==> config.mk <==
export PLATFORM = sky130hd
export DESIGN_NAME = coin_acc
export DESIGN_NICKNAME = d
export VERILOG_FILES = /design/src/rtl/coin_acc.sv
export SDC_FILE = /design/constraint.sdc
export NUM_CORES = 1
export LEC_CHECK = 0
export ABC_AREA = 1
export ABC_CLOCK_PERIOD_IN_PS = 3160
export CORE_MARGIN = 2
export CORE_UTILIZATION = 40
export DETAILED_ROUTE_END_ITERATION = 6
export PLACE_DENSITY = 0.59
export SLEW_MARGIN = 40
export SYNTH_ARGS = -nofsm -noshare
export SYNTH_HDL_FRONTEND = slang
export SYNTH_SLANG_ARGS = --single-unit
==> constraint.sdc <==
create_clock -name clk -period 3.16 [get_ports clk]
set_input_delay 0.316 -clock clk [delete_from_list [all_inputs] [get_ports clk]]
set_output_delay 0.316 -clock clk [all_outputs]
set_load 0.01 [all_outputs]
==> src/rtl/coin_acc.sv <==
// Coin acceptor / vend controller: collects 5- and 10-unit coins, signals payment,
// hands off to the sale sequencer on select, then pays out change one 5-unit pulse at a time.
module coin_acc #(
  parameter int unsigned PRICE = 15,
  parameter int unsigned HOLD  = 2
) (
  input  logic       clk,
  input  logic       rset,
  input  logic [1:0] coin,
  input  logic       sel,
  input  logic       cancel,
  output logic [1:0] slif,
  output logic       chg,
  output logic       rej,
  output logic [4:0] credit,
  output logic       busy
);

  typedef enum logic [2:0] {StIdle, StCollect, StReady, StVend, StChange} state_e;

  localparam logic [4:0] Price  = 5'(PRICE);
  localparam logic [5:0] PriceW = 6'(PRICE);
  localparam logic [2:0] Hold   = 3'(HOLD);

  state_e     state;
  logic [2:0] hold;
  logic [4:0] coin_val;
  logic [5:0] coin_sum;
  logic       coin_ok;

  // Six-bit sum so a coin that would overflow the 5-bit credit is caught, not wrapped.
  always_comb begin
    coin_val = 5'd0;
    unique case (coin)
      2'b01:   coin_val = 5'd5;
      2'b10:   coin_val = 5'd10;
      default: coin_val = 5'd0;
    endcase
    coin_sum = {1'b0, credit} + {1'b0, coin_val};
    coin_ok  = (coin_val != 5'd0) && (coin_sum <= 6'd31);
  end

  always_ff @(posedge clk or posedge rset) begin
    if (rset) begin
      state  <= StIdle;
      hold   <= 3'd0;
      credit <= 5'd0;
      slif   <= 2'b00;
      chg    <= 1'b0;
      rej    <= 1'b0;
      busy   <= 1'b0;
    end else begin
      slif <= 2'b00;
      chg  <= 1'b0;
      rej  <= 1'b0;
      case (state)
        StIdle, StCollect: begin
          if (cancel && (state == StCollect)) begin
            // Refund wins over a coin in the same cycle; that coin bounces.
            state <= StChange;
            busy  <= 1'b1;
            rej   <= (coin != 2'b00);
          end else if (coin != 2'b00) begin
            if (coin_ok) begin
              credit <= coin_sum[4:0];
              if (coin_sum >= PriceW) begin
                state   <= StReady;
                slif[0] <= 1'b1;
              end else begin
                state <= StCollect;
              end
            end else begin
              rej <= 1'b1;
            end
          end
        end
        StReady: begin
          rej <= (coin != 2'b00);
          if (sel) begin
            slif[1] <= 1'b1;
            credit  <= credit - Price;
            hold    <= Hold;
            state   <= StVend;
            busy    <= 1'b1;
          end
        end
        StVend: begin
          rej  <= (coin != 2'b00);
          hold <= hold - 3'd1;
          if (hold <= 3'd1) begin
            if (credit != 5'd0) begin
              state <= StChange;
            end else begin
              state <= StIdle;
              busy  <= 1'b0;
            end
          end
        end
        StChange: begin
          rej    <= (coin != 2'b00);
          chg    <= 1'b1;
          credit <= credit - 5'd5;
          if (credit <= 5'd5) begin
            state <= StIdle;
            busy  <= 1'b0;
          end
        end
        default: begin
          state <= StIdle;
          busy  <= 1'b0;
        end
      endcase
    end
  end

endmodule
# == Word level (Yosys, flattened, before mapping) ==
# Cells that the tools add are included.
# op_classes
add_sub_neg,4
order_cmp,4
eq_ne,16
mux,35
n_reduce_logical,14
# ops
operator,n
2-to-1 mux 3 bit,8
2-to-1 mux 5 bit,4
2-to-1 mux 1 bit,16
"!= test 2 bit, second input constant",8
one-hot mux 5 bit (3 select lines),1
AND reduction 5 bit,3
one-hot mux 3 bit (4 select lines),1
nonzero test 5 bit,2
one-hot mux 4 bit (2 select lines),1
adder 5 x 5 -> 6 bit,1
"== test 3 x 2 -> 1 bit, second input constant",2
">= comparator 6 x 4 -> 1 bit, second input constant",1
"less-or-equal comparator 6 x 5 -> 1 bit, second input constant",1
"!= test 3 bit, second input constant",2
one-hot mux 3 bit (2 select lines),1
"less-or-equal comparator 5 x 3 -> 1 bit, second input constant",1
"subtractor 5 x 3 -> 5 bit, second input constant",1
"subtractor 5 x 4 -> 5 bit, second input constant",1
one-hot mux 1 bit (4 select lines),1
nonzero test 2 bit,2
"== test 3 x 1 -> 1 bit, second input constant",1
"== test 3 bit, second input constant",1
"less-or-equal comparator 3 x 1 -> 1 bit, second input constant",1
logical NOT 3 bit,1
other kinds (10),11
# word_totals
reg_bits,16
output_inout_bits,10

# == Logic depth before layout (Yosys ltp) ==
# logic_depth
ltp_word,9
depth_mapped,17
depth_no_buf,17

# == Least setup slack after synthesis ==
# OpenSTA, ideal clock, no wires.
# synth_path
path_kind,input to register
from,input port coin[0]
to,register state[1]
setup_ns,0.117
arrival_ns,1.703
t_required_ns,3.043
path_slack_ns,1.341
cell_stages,16
cell_sequence,inv_1 > ha_1 > xor2_1 > ha_1 > inv_1 > nand2_1 > nand3_1 > nand2_1 > nand2_1 > nand2_1 > nor2_2 > nand2_1 > nand2_1 > nand2_1 > nand2_1 > nand2_1
# synth_via
elab_chain_len,9
word_cells_on_any_way,17
classes_between,1 x add/sub; 2 x order compare; 4 x eq/ne; 6 x mux; 4 x reduce/logical
# synth_lines
element,line,text
start: declaration,9,"input logic [1:0] coin,"
== test 2 bit / == test 2 x 1 -> 1 bit (equally long branches),34,unique case (coin)
one-hot mux 4 bit (2 select lines),34,
adder 5 x 5 -> 6 bit,39,"coin_sum = {1'b0, credit} + {1'b0, coin_val};"
>= comparator 6 x 4 -> 1 bit,66,if (coin_sum >= PriceW) begin
2-to-1 mux 2 bit,66,
2-to-1 mux 3 bit,64,if (coin_ok) begin
2-to-1 mux 3 bit,63,end else if (coin != 2'b00) begin
2-to-1 mux 3 bit,58,if (cancel && (state == StCollect)) begin
one-hot mux 3 bit (4 select lines),56,case (state)
end signal: assignment,60,state <= StChange;
end signal: assignment,67,state <= StReady;
end signal: assignment,70,state <= StCollect;
end: declaration,25,state_e state;
# Several ways; a longest one is shown, not always the timed one. The select of a mux whose other input is x is not followed.
# A chain may end at the register's enable or synchronous reset.

# == Final worst setup path ==
# Ends and elaborated chain as after synthesis.

==> key figures <==
Worst setup path
  • Worst path max stage delay: 510 ps
  • Kind of launch point of the worst setup path: input port
  • Family with the most delay on the worst path: simple AND/OR/NAND/NOR gates
  • Endpoint type of the worst setup path: register
  • Most Frequent Cell on Critical Path: sky130_fd_sc_hd__nand2_1
  • Critical path arrival: 2410 ps
  • Reg2Reg Launch Point: credit[1]
  • Buffers and inverters on the worst path: 3
  • Type of the worst setup path: input port to register
  • CP Max Fanout: 5
  • Start point of the critical path: coin[0]
  • Data required time of the critical path: 3350 ps
  • Chain of cells forming the critical path: clkdlybuf4s50_1, inv_1, ha_1, xor2_1, ha_1, inv_1, nand2_1, nand3_1, nand2_1, nand2_1, nand2_1, nor2_2, nand2_1, nand2_1, nand2_1, nand2_1, nand2_1
  • Max stage delay cell, worst path: sky130_fd_sc_hd__clkdlybuf4s50_1

Final layout
  • ANT cells: 0
  • Sequential standard cell area: 400 µm²
  • Fill cells: 330
  • Area growth from synthesis to final layout: 14.3%
  • Count of nets after finishing: 237
  • Area of the multi-input gates: 892 µm²
  • Non-filler cells in the finished layout: 263
  • Ratio of cells with drive above 1 in the final layout: 14.3%
  • Cell area after layout: 1650 µm²

Yosys
  • Post-synthesis average cell area: 7.15 µm²
  • Nets in the synthesized netlist: 220
  • Post-Synthesis Cell Area: 1440 µm²
  • Fraction of the yosys area taken by sequential cells: 27.7%
  • Synth Instances: 202
  • Post-synthesis sequential element count: 16
  • Synth Area in Compound Gates: 12.5%
  • Post-synth cell types: 34
  • Multiplexer share of the synthesized area: 0%
  • Adder-cell share of the synthesized area: 10.4%
  • Dominant combinational cell family by area after synthesis: simple AND/OR/NAND/NOR gates
  • Post-synthesis share of cell area spent on and, or, nand and nor gates: 35.3%
  • Synth Warn #: 0
  • Post-synthesis share of cell area spent on xor and xnor gates: 3.64%

Clock tree
  • Worst-skew pair later-pin latency: 290 ps
  • Number of H-tree levels: 1
  • Post-CTS setup repair buffer count: 0
  • Total clock buffers created by CTS: 3
  • Num Clock Sinks: 16
  • Maximum count of clock buffers along a single path: 2
  • Hold_buf cts: 0
  • Clock root buffer: sky130_fd_sc_hd__clkbuf_4
  • TritonCTS clock tree: yes
  • Resize count post-CTS: 0
  • Reg clk slew, reported paths: 90 ps

Die
  • Floorplan die width: 64.1 µm
  • Total die area: 4110 µm²
  • Boundary pin count: 16
  • Core Footprint: 3390 µm²
  • Number of placement rows: 21
  • Overall die height: 64.1 µm
  • Starting Density: 42.6%

Status
  • Run status: completed

Global routing
  • Most used routing layer: met2
  • Met2 demand-to-capacity share in global routing: 29.2%
  • Total global routing track utilization: 17.1%
  • Global-route wire length before repair: 5.47 mm
  • Vias in the first global route: 1280
  • Initial antenna violation count: 0
  • Aggregate global routing overflow: 0
  • Pin count of the biggest net entering global routing: 17
  • Global Route met3 Usage: 1.94%
  • GR Util met1: 21.7%

Power and ir drop
  • Highest ir drop seen on vdd: 245 µV
  • Leakage dissipation: 0.876 nW
  • Cell Pwr Density: 916 nW/µm²

Route
  • Final routed wirelength across all metal layers: 3.19 mm
  • Vias per cell: 5.06
  • Drt drc: 0
  • TritonRoute pass-1 iters: 4
  • Avg WL per Cell: 12.1 µm
  • Via count: 1331
  • DRC violation total after the first TritonRoute iteration: 56
  • DRT antenna net count: 0

Run
  • Max-cap check violation count: 0

STA
  • Setup repair after global routing missed its margin: no
  • Worst slew margin relative to its limit: 61.2%
  • Worst Clk Skew: 2.65 ps
  • Final count of negative-setup-slack endpoints: 0
  • Slew @ Worst Pin: 582 ps
  • Peak clock frequency supported by timing: 0.450 GHz
  • Max Slew Vio Count: 0
  • Final number of hold-violating endpoints: 0
  • Period minus WS final: 2220 ps
  • Total negative setup slack: 0 ps
  • Final critical-path share of the clock period: 70.3%
  • Final setup slack of the worst path: 939 ps

Worst hold path
  • Hold/Removal Path Class: input port to async pin

Placement
  • Area after detailed placement: 1630 µm²
  • Placed instance count: 260
  • Number of input and output port buffers inserted: 15
  • Placer congestion estimate: 0.881
  • Post-Place Worst Slack: 621 ps
  • Post-detailed-placement half-perimeter wirelength: 2.58 mm
-- flip-flops by register name (all words and copies together), names as in the netlist --
signal and count:
hold 3, credit 5, busy 1, slif 2, chg 1, rej 1, state 3
-- Yosys cell counts --
cell type                  instances  area, µm²
sky130_fd_sc_hd__xor2_1            4       35.0
sky130_fd_sc_hd__nand2_1          57        214
sky130_fd_sc_hd__a221oi_1          1       8.76
sky130_fd_sc_hd__inv_1            24       90.1
sky130_fd_sc_hd__nand2_2           2       12.5
sky130_fd_sc_hd__buf_6             1       11.3
sky130_fd_sc_hd__nand3_1          23        115
sky130_fd_sc_hd__ha_1             12        150
sky130_fd_sc_hd__nand2_4           4       45.0
sky130_fd_sc_hd__nor3_4            1       16.3
sky130_fd_sc_hd__nor3_2            1       10.0
sky130_fd_sc_hd__a21oi_1           7       35.0
sky130_fd_sc_hd__a21oi_4           1       16.3
sky130_fd_sc_hd__nand4_1           1       6.26
sky130_fd_sc_hd__a22oi_1           1       7.51
sky130_fd_sc_hd__o31ai_1           1       7.51
sky130_fd_sc_hd__buf_4             1       7.51
sky130_fd_sc_hd__nor2_2            5       31.3
sky130_fd_sc_hd__a21oi_2           1       8.76
sky130_fd_sc_hd__xnor2_1           2       17.5
sky130_fd_sc_hd__or2_2             1       6.26
sky130_fd_sc_hd__nor2_1            8       30.0
sky130_fd_sc_hd__nand4_2           1       12.5
sky130_fd_sc_hd__o21ai_1           1       5.00
sky130_fd_sc_hd__a31oi_1           1       6.26
sky130_fd_sc_hd__o21bai_1          1       7.51
sky130_fd_sc_hd__inv_2             5       18.8
sky130_fd_sc_hd__nand3_2           1       10.0
sky130_fd_sc_hd__inv_4             3       18.8
sky130_fd_sc_hd__o211ai_1          2       15.0
sky130_fd_sc_hd__clkbuf_2          1       5.00
sky130_fd_sc_hd__o21ai_0           9       45.0
sky130_fd_sc_hd__o21ai_2           2       17.5
sky130_fd_sc_hd__dfrtp_1          16        400
-- cell type report --
cell class / count / share of cell area [%]
Clock buffer: 3 / 1.36
Inverter: 32 / 7.73
Multi-Input combinational cell: 151 / 54.1
Sequential cell: 16 / 24.3
Tap cell: 46 / 3.49
Timing Repair Buffer: 15 / 9.10
-- per-layer routing --
layer  up-vias  routed length, µm
met5         -                  0
met4         0                 60
met3         6                107
met2        29               1550
met1       616               1460
li1        680                  -
-- cells by family after synthesis --
kind of cell	count (synthesis)
compound gates	28
xor+xnor	6
fa+ha+maj	12
buf+inv	35
flops	16
simple gates	105
-- cell usage in the layout, fill, tap and decap left out --
cell type / n
sky130_fd_sc_hd__o21ai_2: 2
sky130_fd_sc_hd__o21bai_1: 1
sky130_fd_sc_hd__a221oi_1: 1
sky130_fd_sc_hd__o21ai_0: 9
sky130_fd_sc_hd__nand3_1: 23
sky130_fd_sc_hd__a21oi_1: 7
sky130_fd_sc_hd__nand2_1: 57
sky130_fd_sc_hd__nand2_4: 4
sky130_fd_sc_hd__clkbuf_4: 3
sky130_fd_sc_hd__a22oi_1: 1
sky130_fd_sc_hd__o211ai_1: 2
sky130_fd_sc_hd__or2_2: 1
sky130_fd_sc_hd__xor2_1: 4
sky130_fd_sc_hd__nand4_1: 1
sky130_fd_sc_hd__dfrtp_1: 16
sky130_fd_sc_hd__nor2_1: 8
sky130_fd_sc_hd__clkdlybuf4s50_1: 15
sky130_fd_sc_hd__inv_2: 5
sky130_fd_sc_hd__nand4_2: 1
sky130_fd_sc_hd__nor2_2: 5
sky130_fd_sc_hd__ha_1: 12
sky130_fd_sc_hd__nand3_2: 1
sky130_fd_sc_hd__a31oi_1: 1
sky130_fd_sc_hd__a21oi_2: 1
sky130_fd_sc_hd__inv_1: 24
sky130_fd_sc_hd__xnor2_1: 2
sky130_fd_sc_hd__nand2_2: 2
sky130_fd_sc_hd__a21oi_4: 1
sky130_fd_sc_hd__inv_4: 3
sky130_fd_sc_hd__nor3_2: 1
sky130_fd_sc_hd__o21ai_1: 1
sky130_fd_sc_hd__nor3_4: 1
sky130_fd_sc_hd__o31ai_1: 1
-- metrics by stage --
step | hold slack [ps] | total power, mW | util [%]
floorplan | 230 | 1.14 | -
finish | 380 | 1.51 | 48.7
global placement | 474 | 1.38 | 48.0
detailed placement | 478 | 1.40 | 48.0
global route | 458 | 1.67 | 48.7
CTS | 416 | 1.51 | 48.7
-- power by group --
group | leakage (nW) | switching, mW | internal [mW]
sequential | 0.202 | 0.133 | 0.292
combinational | 0.660 | 0.587 | 0.390
clock | 0.0138 | 0.0648 | 0.0443
total | 0.876 | 0.785 | 0.726
-- path summary, 6_finish.rpt --
check	endpoint	slack (ps)	cells after the start
max	state[1]	940	17
min	credit[3]	380	2
max reg2reg	state[1]	1310	13
min reg2reg	busy	500	2
max in group asynchronous	state[1]	2400	2
min in group clk	busy	500	2
Power figures use the tool's default switching activity.
